<file path="config.mk">
export PLATFORM = sky130hd
export DESIGN_NAME = hazard_ctrl_flat
export DESIGN_NICKNAME = d
export VERILOG_FILES = /design/src/rtl/hazard_ctrl_if.sv /design/src/rtl/hazard_ctrl.sv /design/src/flat_wrapper.sv
export SDC_FILE = /design/constraint.sdc
export NUM_CORES = 1
export LEC_CHECK = 0
export ABC_AREA = 1
export CAP_MARGIN = 20
export CELL_PAD_IN_SITES_DETAIL_PLACEMENT = 0
export CELL_PAD_IN_SITES_GLOBAL_PLACEMENT = 1
export CORE_ASPECT_RATIO = 1.25
export CORE_MARGIN = 10
export CORE_UTILIZATION = 33
export DETAILED_ROUTE_END_ITERATION = 16
export PLACE_DENSITY = 0.77
export SETUP_SLACK_MARGIN = 0.4
export SLEW_MARGIN = 20
export SYNTH_ARGS = -nofsm -noshare
export SYNTH_HDL_FRONTEND = slang
export SYNTH_SLANG_ARGS = --single-unit
</file>
<file path="constraint.sdc">
create_clock -name clk -period 2 [get_ports clk]
set_input_delay 0.3 -clock clk [delete_from_list [all_inputs] [get_ports clk]]
set_output_delay 0.3 -clock clk [all_outputs]
set_load 0.05 [all_outputs]
</file>
<file path="src/rtl/hazard_ctrl_if.sv">
// Pipeline-side bundle between the F/D/E/M/W datapath and the hazard controller.
// The pipeline (master) supplies register addresses and status; the controller (slave) returns holds, clears and selects.
interface hazard_ctrl_if #(
  parameter int CNT_W = 32
);
  logic [4:0]       ad1d, ad2d;
  logic [4:0]       ad1e, ad2e, rde;
  logic             reade;
  logic             pcSrce;
  logic             mcReqe;
  logic             mcDone;
  logic [4:0]       rdm, rdw;
  logic             regWrtm, regWrtw;
  logic             stallf, stalld, stalle;
  logic             flushd, flushe, flushm;
  logic [1:0]       fwdAe, fwdBe;
  logic             mcStart;
  logic             mcBusy;
  logic             mcErr;
  logic [CNT_W-1:0] stallCnt;

  modport master (
    output ad1d, ad2d, ad1e, ad2e, rde, reade, pcSrce, mcReqe, mcDone,
           rdm, rdw, regWrtm, regWrtw,
    input  stallf, stalld, stalle, flushd, flushe, flushm, fwdAe, fwdBe,
           mcStart, mcBusy, mcErr, stallCnt
  );

  modport slave (
    input  ad1d, ad2d, ad1e, ad2e, rde, reade, pcSrce, mcReqe, mcDone,
           rdm, rdw, regWrtm, regWrtw,
    output stallf, stalld, stalle, flushd, flushe, flushm, fwdAe, fwdBe,
           mcStart, mcBusy, mcErr, stallCnt
  );
endinterface

</file>
<file path="src/rtl/hazard_ctrl.sv">
// Hazard and sequencing controller for the 5-stage in-order core: forwarding, load-use and
// branch flushes, multi-cycle unit start/done handshake with timeout, and a stall-cycle counter.
module hazard_ctrl #(
  parameter int MC_TIMEOUT = 64,
  parameter int CNT_W      = 32
) (
  input logic         clk,
  input logic         rstn,
  hazard_ctrl_if.slave hz
);
  localparam int TW = (MC_TIMEOUT > 2) ? $clog2(MC_TIMEOUT) : 1;

  typedef enum logic {ST_RUN, ST_WAIT} state_t;

  state_t           state, state_nx;
  logic [TW-1:0]    timer, timer_nx;
  logic             tmo, lu, mcs, stall;
  logic             mc_start, err_set;
  logic             mc_err;
  logic [CNT_W-1:0] stall_cnt;

  // Memory stage holds the younger result, so it wins over writeback.
  function automatic logic [1:0] fwd_sel(input logic [4:0] src, input logic [4:0] rdm,
                                         input logic [4:0] rdw, input logic regWrtm,
                                         input logic regWrtw);
    if (regWrtm && rdm != 5'd0 && rdm == src)      return 2'b10;
    else if (regWrtw && rdw != 5'd0 && rdw == src) return 2'b01;
    else                                           return 2'b00;
  endfunction

  assign hz.fwdAe = fwd_sel(hz.ad1e, hz.rdm, hz.rdw, hz.regWrtm, hz.regWrtw);
  assign hz.fwdBe = fwd_sel(hz.ad2e, hz.rdm, hz.rdw, hz.regWrtm, hz.regWrtw);

  assign tmo   = (timer == TW'(MC_TIMEOUT - 1));
  assign lu    = hz.reade && (hz.rde != 5'd0) && (hz.rde == hz.ad1d || hz.rde == hz.ad2d);
  assign mcs   = hz.mcReqe && !(state == ST_WAIT && (hz.mcDone || tmo));
  assign stall = lu || mcs;

  // A frozen E stage already keeps the load in place, so no bubble is injected under mcs.
  assign hz.stallf = stall;
  assign hz.stalld = stall;
  assign hz.stalle = mcs;
  assign hz.flushd = hz.pcSrce;
  assign hz.flushe = hz.pcSrce || (lu && !mcs);
  assign hz.flushm = mcs;

  // NOTE: every signal driven here gets a default first, so no path can infer a latch.
  always_comb begin
    state_nx = state;
    timer_nx = timer;
    mc_start = 1'b0;
    err_set  = 1'b0;
    case (state)
      ST_RUN: begin
        if (hz.mcReqe && rstn) begin
          mc_start = 1'b1;
          state_nx = ST_WAIT;
          timer_nx = '0;
        end
      end
      ST_WAIT: begin
        timer_nx = timer + TW'(1);
        if (hz.mcDone) begin
          state_nx = ST_RUN;
        end else if (tmo) begin
          err_set  = 1'b1;
          state_nx = ST_RUN;
        end
      end
      default: state_nx = ST_RUN;
    endcase
  end

  // NOTE: state registers use non-blocking assignments so all flops update together at the edge.
  always_ff @(posedge clk or negedge rstn) begin
    if (!rstn) begin
      state     <= ST_RUN;
      timer     <= '0;
      mc_err    <= 1'b0;
      stall_cnt <= '0;
    end else begin
      state <= state_nx;
      timer <= timer_nx;
      if (err_set) mc_err <= 1'b1;
      if (stall && stall_cnt != '1) stall_cnt <= stall_cnt + CNT_W'(1);
    end
  end

  assign hz.mcStart  = mc_start;
  assign hz.mcBusy   = (state == ST_WAIT);
  assign hz.mcErr    = mc_err;
  assign hz.stallCnt = stall_cnt;
endmodule

</file>
<file path="src/flat_wrapper.sv">
// flat-port wrapper written by rule: the top's interface ports become plain ports
module hazard_ctrl_flat 
#(
  parameter int MC_TIMEOUT = 64,
  parameter int CNT_W      = 32
)
  (clk, rstn, hz_ad1d, hz_ad2d, hz_ad1e, hz_ad2e, hz_rde, hz_reade, hz_pcSrce, hz_mcReqe, hz_mcDone, hz_rdm, hz_rdw, hz_regWrtm, hz_regWrtw, hz_stallf, hz_stalld, hz_stalle, hz_flushd, hz_flushe, hz_flushm, hz_fwdAe, hz_fwdBe, hz_mcStart, hz_mcBusy, hz_mcErr, hz_stallCnt);
  hazard_ctrl_if #(.CNT_W(CNT_W)) hz_i ();
  input logic clk;
  input logic rstn;
  input wire logic [$bits(hz_i.ad1d)-1:0] hz_ad1d;
  input wire logic [$bits(hz_i.ad2d)-1:0] hz_ad2d;
  input wire logic [$bits(hz_i.ad1e)-1:0] hz_ad1e;
  input wire logic [$bits(hz_i.ad2e)-1:0] hz_ad2e;
  input wire logic [$bits(hz_i.rde)-1:0] hz_rde;
  input wire logic [$bits(hz_i.reade)-1:0] hz_reade;
  input wire logic [$bits(hz_i.pcSrce)-1:0] hz_pcSrce;
  input wire logic [$bits(hz_i.mcReqe)-1:0] hz_mcReqe;
  input wire logic [$bits(hz_i.mcDone)-1:0] hz_mcDone;
  input wire logic [$bits(hz_i.rdm)-1:0] hz_rdm;
  input wire logic [$bits(hz_i.rdw)-1:0] hz_rdw;
  input wire logic [$bits(hz_i.regWrtm)-1:0] hz_regWrtm;
  input wire logic [$bits(hz_i.regWrtw)-1:0] hz_regWrtw;
  output wire logic [$bits(hz_i.stallf)-1:0] hz_stallf;
  output wire logic [$bits(hz_i.stalld)-1:0] hz_stalld;
  output wire logic [$bits(hz_i.stalle)-1:0] hz_stalle;
  output wire logic [$bits(hz_i.flushd)-1:0] hz_flushd;
  output wire logic [$bits(hz_i.flushe)-1:0] hz_flushe;
  output wire logic [$bits(hz_i.flushm)-1:0] hz_flushm;
  output wire logic [$bits(hz_i.fwdAe)-1:0] hz_fwdAe;
  output wire logic [$bits(hz_i.fwdBe)-1:0] hz_fwdBe;
  output wire logic [$bits(hz_i.mcStart)-1:0] hz_mcStart;
  output wire logic [$bits(hz_i.mcBusy)-1:0] hz_mcBusy;
  output wire logic [$bits(hz_i.mcErr)-1:0] hz_mcErr;
  output wire logic [$bits(hz_i.stallCnt)-1:0] hz_stallCnt;
  assign hz_i.ad1d = hz_ad1d;
  assign hz_i.ad2d = hz_ad2d;
  assign hz_i.ad1e = hz_ad1e;
  assign hz_i.ad2e = hz_ad2e;
  assign hz_i.rde = hz_rde;
  assign hz_i.reade = hz_reade;
  assign hz_i.pcSrce = hz_pcSrce;
  assign hz_i.mcReqe = hz_mcReqe;
  assign hz_i.mcDone = hz_mcDone;
  assign hz_i.rdm = hz_rdm;
  assign hz_i.rdw = hz_rdw;
  assign hz_i.regWrtm = hz_regWrtm;
  assign hz_i.regWrtw = hz_regWrtw;
  assign hz_stallf = hz_i.stallf;
  assign hz_stalld = hz_i.stalld;
  assign hz_stalle = hz_i.stalle;
  assign hz_flushd = hz_i.flushd;
  assign hz_flushe = hz_i.flushe;
  assign hz_flushm = hz_i.flushm;
  assign hz_fwdAe = hz_i.fwdAe;
  assign hz_fwdBe = hz_i.fwdBe;
  assign hz_mcStart = hz_i.mcStart;
  assign hz_mcBusy = hz_i.mcBusy;
  assign hz_mcErr = hz_i.mcErr;
  assign hz_stallCnt = hz_i.stallCnt;
  hazard_ctrl #(.MC_TIMEOUT(MC_TIMEOUT), .CNT_W(CNT_W)) u_core (.clk(clk), .rstn(rstn), .hz(hz_i));
endmodule
</file>
### Yosys cells after proc, flatten, opt, wreduce, memory -nomap -nowiden

Cells that the tools add are included.

* add/sub/neg operators: 2
* eq/ne operators: 9
* muxes and demuxes: 14
* bitwise operators: 1
* reductions and logical operators: 22

Operator list (number)
* $add A32 B1 Y32 const B: 1
* $ne A32 B32 Y1 const B: 1
* $eq A5 B5 Y1: 6
* $reduce_bool A5 Y1: 3
* $logic_and A1 B1 Y1: 13
* $pmux W6 S2: 1
* $mux W1: 9
* $add A6 B1 Y6 const B: 1
* $eq A6 B6 Y1 const B: 1
* $mux W6: 1
* $logic_or A1 B1 Y1: 4
* $mux W2: 2
* $logic_not A1 Y1: 2
* $ne A2 B1 Y1 const B: 1
* $pmux W1 S2: 1
* $not A1 Y1: 1

* register bits: 40
* input port bits: 43
* output and inout port bits: 45
* logic and storage cells: 52

### Longest topological paths before layout

Gate-level depths: netlist (run 1).

* depth after elaboration: 8
* mapped depth: 12
* depth with buffers taken out: 11

### Least setup slack after synthesis (run 1)

No wires, ideal clock.

* kind: input port to output port
* start: in hz_rdm[3]
* end: out hz_fwdAe[0]
* arrival: 2.734 ns
* required time: 1.700 ns
* path slack: -1.034 ns
* stages: 3
* path buffers: 0
* cells stage by stage: xor2_1 -> nor4_1 -> nor2_1

* cells in the longest elaborated chain, start to end: 4
* elaborated cells on any way between the ends: 5
* classes of those cells: eq/ne: 1; mux: 1; reduce/logical: 3

RTL lines
* from (decl): RTL line flat_wrapper.sv:20 `input wire logic [$bits(hz_i.rdm)-1:0] hz_rdm;`
* $reduce_bool A5 Y1: RTL line hazard_ctrl.sv:26 `if (regWrtm && rdm != 5'd0 && rdm == src) return 2'b10;`
* $logic_and A1 B1 Y1: RTL line hazard_ctrl.sv:26
* $logic_and A1 B1 Y1 *: RTL line hazard_ctrl.sv:26
* $mux W2 *: RTL line hazard_ctrl.sv:26
* to (decl): RTL line flat_wrapper.sv:30 `output wire logic [$bits(hz_i.fwdAe)-1:0] hz_fwdAe;`

Every way passes the cells marked *; elsewhere a longest branch is shown, timed or not.

### Worst setup path in the final report (run 1)

* start: reg u_core.timer[1]
* end: out hz_stallf

* cells in the longest elaborated chain, start to end: 6

RTL lines
* from (decl): RTL line hazard_ctrl.sv:16 `logic [TW-1:0] timer, timer_nx;`
* from (signal assigned): RTL line hazard_ctrl.sv:83 `timer <= timer_nx;`
* $eq A6 B6 Y1: RTL line hazard_ctrl.sv:34 `assign tmo = (timer == TW'(MC_TIMEOUT - 1));`
* $logic_or A1 B1 Y1: RTL line hazard_ctrl.sv:36 `assign mcs = hz.mcReqe && !(state == ST_WAIT && (hz.mcDone || tmo));`
* $logic_and A1 B1 Y1: RTL line hazard_ctrl.sv:36
* $logic_not A1 Y1: RTL line hazard_ctrl.sv:36
* $logic_and A1 B1 Y1: RTL line hazard_ctrl.sv:36
* $logic_or A1 B1 Y1: RTL line hazard_ctrl.sv:37 `assign stall = lu || mcs;`
* to (decl): RTL line flat_wrapper.sv:24 `output wire logic [$bits(hz_i.stallf)-1:0] hz_stallf;`

Every way passes these cells.

==> results of run 1 <==
-- logic make-up (layout without fill, tap and decap cells) --
kind of cell,Yosys count,after routing,synth area share
flip-flops,40,40,0.325
buffers and inverters,60,184,0.0842
AND/OR/NAND/NOR,318,321,0.451
multiplexers,1,1,0.00325
adder cells (fa/ha/maj),2,2,0.00813
AO/OA/AOI/OAI,12,12,0.0232
XOR/XNOR,37,37,0.105
-- sequential cells by signal, summed over array words and instances (netlist names) --
name                cells
u_core.hz.stallCnt     32
u_core.hz.mcBusy        1
u_core.hz.mcErr         1
u_core.timer            6
-- what timing repair did --
item,4_1_cts,5_1_grt
resized for setup,172,74
endpoints found under the setup margin,72,46
cloned,3,3
setup buffers,15,4
endpoints found under the hold margin,0,0
pin swaps,31,39
-- per-stage QoR --
step	total power, W	instance area (um^2)	TNS [ps]	hold WS, ps	setup WS, ps
final	0.00296	5240	-1.65	27.8	-1.59
after global routing	0.00310	5240	-1270	52.1	-113
after CTS	0.00287	4950	0	35.4	16.0
after detailed placement	0.00184	4410	-2420	338	-102
after global placement	0.00182	4410	-1440	358	-63.9
after floorplan	0.00149	3240	0	4.41	91.3
-- path summary, 6_finish.rpt --
path | from | end | slack, ps | cells past startpoint
worst min-delay path | rstn | u_core.hz.stallCnt[15]$_DFFE_PN0P_ | 30 | 2
max in group asynchronous | rstn | u_core.hz.stallCnt[22]$_DFFE_PN0P_ | 1350 | 3
worst max register to register | u_core.timer[1]$_DFFE_PN0P_ | u_core.hz.stallCnt[19]$_DFFE_PN0P_ | 50 | 15
worst min register to register | u_core.hz.mcErr$_DFFE_PN0P_ | u_core.hz.mcErr$_DFFE_PN0P_ | 480 | 1
worst max-delay path | u_core.timer[1]$_DFFE_PN0P_ | hz_stallf | -2 | 10
min in group clk | u_core.hz.mcErr$_DFFE_PN0P_ | u_core.hz.mcErr$_DFFE_PN0P_ | 480 | 1
-- layer usage --
metal,GRT usage,vias to the layer above,share of wire
li1,-,1726,-
met1,0.165,1599,0.37
met2,0.284,101,0.52
met3,0.0573,20,0.080
met4,0.0599,0,0.028
met5,0,-,0
-- layout by cell type (no fill, tap or decap), types with 5 or more instances in the layout --
cell and count:
buf_12 17, buf_2 10, buf_4 25, buf_6 12, buf_8 6, clkbuf_16 6
clkdlybuf4s50_1 13, dfrtp_1 15, dfrtp_2 25, dlygate4sd2_1 29, inv_1 43, inv_2 5
nand2_1 157, nand2_2 17, nand2_4 8, nand3_1 22, nand3_2 31, nand4_1 8
nor2_1 41, nor2_2 11, nor3_1 9, xnor2_1 14, xor2_1 13
-- report_power, final --
part	switching, W	internal (W)
sequential	0.000103	0.000884
clock	0.000328	0.000587
combinational	0.000580	0.000474
total	0.00101	0.00195
-- layout make-up --
cell class	count	area, um^2	share of cell area
multi-input cells	373	2320	0.443
repair buffers	127	1380	0.264
flip-flops and latches	40	1030	0.197
inverters	49	186	0.0356
well taps	123	154	0.0294
clock buffers	6	129	0.0246
clock inverters	2	35.0	0.00669
==> qor.yml, run 1 <==
outcome:
  status: "finished, violations left"
  violations: "setup timing"
floorplan:
  io_pins: 88
  die_y_um: 128
  die_area_um2: 13600
  die_w_um: 106
  initial_utilization: 0.337
  row_count: 39
  core_um2: 9130
global_route:
  grt_pass1_wl_um: 17700
  antenna_found_initial: 0
  grt_overflow: 0
  grt_start_max_net_pins: 24
  grt_pass1_vias: 3587
  grtUsageTotal: 0.158
layout:
  n_fill_cell: 858
  area_delta_synth_final_pct: 70.3
  final_nets: 641
  antenna_cells: 0
  drive_gt1_frac: 0.352
  final_cells: 720
  utilization: 0.574
worst_setup_path:
  critPathCaptureType: "output port"
  worstPathMaxFanout: 5
  start_kind: "flip-flop"
  path_delay_family: "simple AND/OR/NAND/NOR gates"
  critPathMostFrequentCell: "nand2_2"
  worstPathArrival_ps: 1700
  slowest_delay_ps: 370
  cp.required_ps: 1700
  critPathSlowestCell: "dfrtp_1"
  crit_chain: "ha_2 > nand2_2 > inv_2 > nand4_1 > nand2_1 > nand2_1 > nand2_2 > nand2_2 > buf_12 > buf_12"
  crit_type: "reg -> out"
  worstPathBufferInverterCount: 3
sta:
  rsz0062_at_grt: "true"
  worst_slack_ps: -1.59
  worstMarginPinSlew_ps: 549
  finalCritPeriodShare: 1.00
  max_freq_mhz: 500
  setup_viol: 2
  fin_crit_ps: 2000
  slew_viol_final: 0
  slew_headroom: 0.635
  final_hold_viol_count: 0
  clock_skew_ps: 5.91
clocking:
  clockBufferDepth: 2
  cts.clk_slew.worst_paths_ps: 60
  cts_tree: "built"
  htreeDepth: 2
  cts-root-buf: "clkbuf_16"
  postCtsHoldBufs: 0
  clock-sinks: 40
  numCtsBuffers: 5
  worst_skew_pair.late_latency_ps: 290
routing:
  routed_via_density: 4.79
  routedWlPerCell_um: 15.1
  drc: 0
  drt-initial-drc-count: 163
  dr_total_vias: 3446
  ant_nets: 0
  routed_wl_um: 10900
  dr.pass1.iters: 4
power:
  leakagePower_nw: 2.49
  irDropWorstVdd_uv: 377
  powerDensity_nw_per_um2: 565
hold_path:
  hold_class: "in -> async"
logic_synthesis:
  ys_warn_count: 0
  synthTopCellsByCount: "nand2_1 (176), nand3_1 (54), inv_1 (46), nor2_1 (46), dfrtp_1 (40)"
  synth.most_common_cell: "nand2_1"
  synth_flop_cell: "dfrtp_1"
  synth_top_area_cell: "dfrtp_1"
  syn_avg_cell_area_um2: 6.55
  synth_seq_cells: 40
  syn_area_um2: 3080
  synth_fp_nets: 515
  synth_edf_count: 0
  synthCells: 470
  synth_top_cells_by_area: "dfrtp_1 (33%), nand2_1 (21%), nand3_1 (8.8%)"
  async_flop_share: 1.00
  yosysUniqueCellTypes: 29
  yosysSeqAreaShare: 0.325
  yosysTopAreaCellShare: 0.325
placed_design:
  port_buffers: 87
  hpwl_um: 8010
  post-place-cells: 687
  routabilityCongestion: 0.858
run:
  drv_cap: 0
No activity file was read; power rests on OpenSTA's default activity.
==> run 2: changes to the inputs <==
--- a/config.mk
+++ b/config.mk
@@ -11,9 +11,9 @@
 export CELL_PAD_IN_SITES_GLOBAL_PLACEMENT = 1
 export CORE_ASPECT_RATIO = 1.25
 export CORE_MARGIN = 10
-export CORE_UTILIZATION = 33
+export CORE_UTILIZATION = 36
 export DETAILED_ROUTE_END_ITERATION = 16
-export PLACE_DENSITY = 0.77
+export PLACE_DENSITY = 0.84
 export SETUP_SLACK_MARGIN = 0.4
 export SLEW_MARGIN = 20
 export SYNTH_ARGS = -nofsm -noshare
==> constraint.sdc (replaced) <==
create_clock -name clk -period 2.57 [get_ports clk]
set_input_delay 0.3855 -clock clk [delete_from_list [all_inputs] [get_ports clk]]
set_output_delay 0.3855 -clock clk [all_outputs]
set_load 0.05 [all_outputs]
==> qor.yml, run 2 (synthesized netlist as in run 1, its figures left out) <==
outcome:
  status: "finished, final reports clean"
routing:
  drc: 0  # unchanged
  routedWlPerCell_um: 13.7  # -9.7%
  dr.pass1.iters: 4  # unchanged
  drt-initial-drc-count: 134  # -18%
  ant_nets: 0  # unchanged
  dr_total_vias: 3224  # -6.4%
  routed_via_density: 4.86  # +1.6%
  routed_wl_um: 9060  # -17%
worst_setup_path:
  worstPathMaxFanout: 3  # -2
  crit_chain: "ha_2 > nand2_2 > inv_2 > nand4_1 > nand2_1 > nand2_2 > nand2_4 > inv_4 > o21bai_4 > buf_12"
  critPathMostFrequentCell: "nand2_2"
  slowest_delay_ps: 370  # about the same
  start_kind: "flip-flop"
  worstPathBufferInverterCount: 3  # unchanged
  path_delay_family: "simple AND/OR/NAND/NOR gates"
  critPathCaptureType: "output port"
  critPathSlowestCell: "dfrtp_1"
  crit_type: "reg -> out"
  cp.required_ps: 2180  # +480 ps
  worstPathArrival_ps: 1770  # +70 ps
clocking:
  cts.clk_slew.worst_paths_ps: 80  # +20 ps
  clock-sinks: 40  # unchanged
  htreeDepth: 2  # unchanged
  cts_tree: "built"
  numCtsBuffers: 5  # unchanged
  worst_skew_pair.late_latency_ps: 290  # about the same
  cts-root-buf: "clkbuf_8"
  postCtsHoldBufs: 0  # unchanged
  clockBufferDepth: 2  # unchanged
global_route:
  grt_pass1_wl_um: 14900  # -16%
  grtUsageTotal: 0.143  # -0.0153
  grt_overflow: 0  # unchanged
  grt_start_max_net_pins: 42  # +75%
  antenna_found_initial: 0  # unchanged
  grt_pass1_vias: 3240  # -9.7%
layout:
  utilization: 0.528  # -0.0460
  final_area_um2: 4380  # -16%
  final_cell_mix: "nand2_1 (171), clkdlybuf4s50_1 (71), nand3_1 (54)"
  n_fill_cell: 851  # -0.82%
  largest_reg_flops: 32  # unchanged
  final_nets: 610  # -4.8%
  final_cells: 663  # -7.9%
  area_delta_synth_final_pct: 42.3
  antenna_cells: 0  # unchanged
  drive_gt1_frac: 0.118  # -0.233
  final_common_cell: "nand2_1"
floorplan:
  die_area_um2: 12700  # -6.9%
  core_um2: 8290  # -9.2%
  row_count: 37  # -5.1%
  die_y_um: 123  # -3.6%
  initial_utilization: 0.371  # +0.0341
  io_pins: 88  # unchanged
  die_w_um: 103  # -3.5%
sta:
  clock_skew_ps: 5.50  # -0.411 ps
  max_freq_mhz: 464
  setup_tns_ps: 0  # +1.65 ps
  worst_slack_ps: 416  # +418 ps
  rsz0062_at_grt: "true"
  slew_viol_final: 0  # unchanged
  setup_viol: 0  # -2
  finalCritPeriodShare: 0.838
  final_hold_viol_count: 0  # unchanged
  worstMarginPinSlew_ps: 542  # -6.80 ps
  fin_crit_ps: 2150
  slew_headroom: 0.637  # +0.00198
placed_design:
  post-place-cells: 647  # -5.8%
  port_buffers: 87  # unchanged
  hpwl_um: 7310  # -8.8%
  dpl-instance-area_um2: 4110  # -6.9%
  pre_cts_slack_ps: 268  # +370 ps
  routabilityCongestion: 0.897  # +4.5%
run:
  drv_cap: 0  # unchanged
hold_path:
  hold_class: "in -> async"
power:
  leakagePower_nw: 2.01  # -19%
  powerDensity_nw_per_um2: 419  # -26%
  irDropWorstVdd_uv: 182  # -52%
run 2: cell count changes in the layout (fill, tap and decap cells not counted), moves of 25 or more:
| cell | delta |
|---|---|
| clkdlybuf4s50_1 | +58 |
| dlygate4sd2_1 | -28 |
| nand3_2 | -29 |
| dfrtp_2 | -25 |
| dfrtp_1 | +25 |
| nand3_1 | +32 |
run 2: layout make-up:
type	instances	area, um^2	area share
Sequential cell	40	1000	0.229
Multi-Input combinational cell	371	1930	0.441
Timing Repair Buffer	98	1040	0.239
Clock buffer	7	86.3	0.0197
Inverter	49	186	0.0426
Tap cell	97	121	0.0277
Clock inverter	1	7.51	0.00172
run 2: timing repair:
action	in CTS	in global routing
setup endpoints to repair	7	32
gates cloned	0	1
pin swaps	3	7
buffers inserted	2	5
gates resized for setup	7	22
hold endpoints to repair	0	0
run 2: final timing paths:
check | to | slack, ps | depth (start not counted) | from
worst max-delay path | hz_flushe | 420 | 10 | u_core.timer[1]$_DFFE_PN0P_
worst min-delay path | u_core.timer[0]$_DFFE_PN0P_ | 160 | 2 | rstn
worst max register to register | u_core.hz.stallCnt[9]$_DFFE_PN0P_ | 620 | 9 | u_core.hz.stallCnt[0]$_DFFE_PN0P_
worst min register to register | u_core.hz.mcErr$_DFFE_PN0P_ | 490 | 1 | u_core.hz.mcErr$_DFFE_PN0P_
max in group asynchronous | u_core.hz.stallCnt[30]$_DFFE_PN0P_ | 2060 | 2 | rstn
min in group clk | u_core.hz.mcErr$_DFFE_PN0P_ | 490 | 1 | u_core.hz.mcErr$_DFFE_PN0P_
run 2: through the flow:
stage / hold WS [ps] / total power, W
finish: 160 / 0.00183
global route: 208 / 0.00194
CTS: 180 / 0.00182
detailed placement: 478 / 0.00134
global placement: 475 / 0.00133
floorplan: 89.9 / 0.00110
run 2: layer usage:
layer  global-route usage  up-vias  share of wire
met1                0.154     1452           0.41
met2                0.255       97           0.49
met3               0.0525        8          0.084
li1                     -     1667              -
met5                    0        -              0
met4               0.0406        0          0.012
run 2: worst reg2reg max path: stages (launching register included):
cell and delay, ps:
dfrtp_1 420, ha_1 230, inv_1 50, nor2_1 180, nand2_1 90, nor2_2 270
nand3_4 270, nand2_8 250, nand2_1 80, nand2_1 60
run 2: power breakdown:
part | switching (W) | leakage [nW] | internal [W]
Combinational | 0.000363 | 1.42 | 0.000275
Sequential | 0.0000659 | 0.548 | 0.000681
Clock | 0.000231 | 0.0445 | 0.000219
Total | 0.000660 | 2.01 | 0.00117
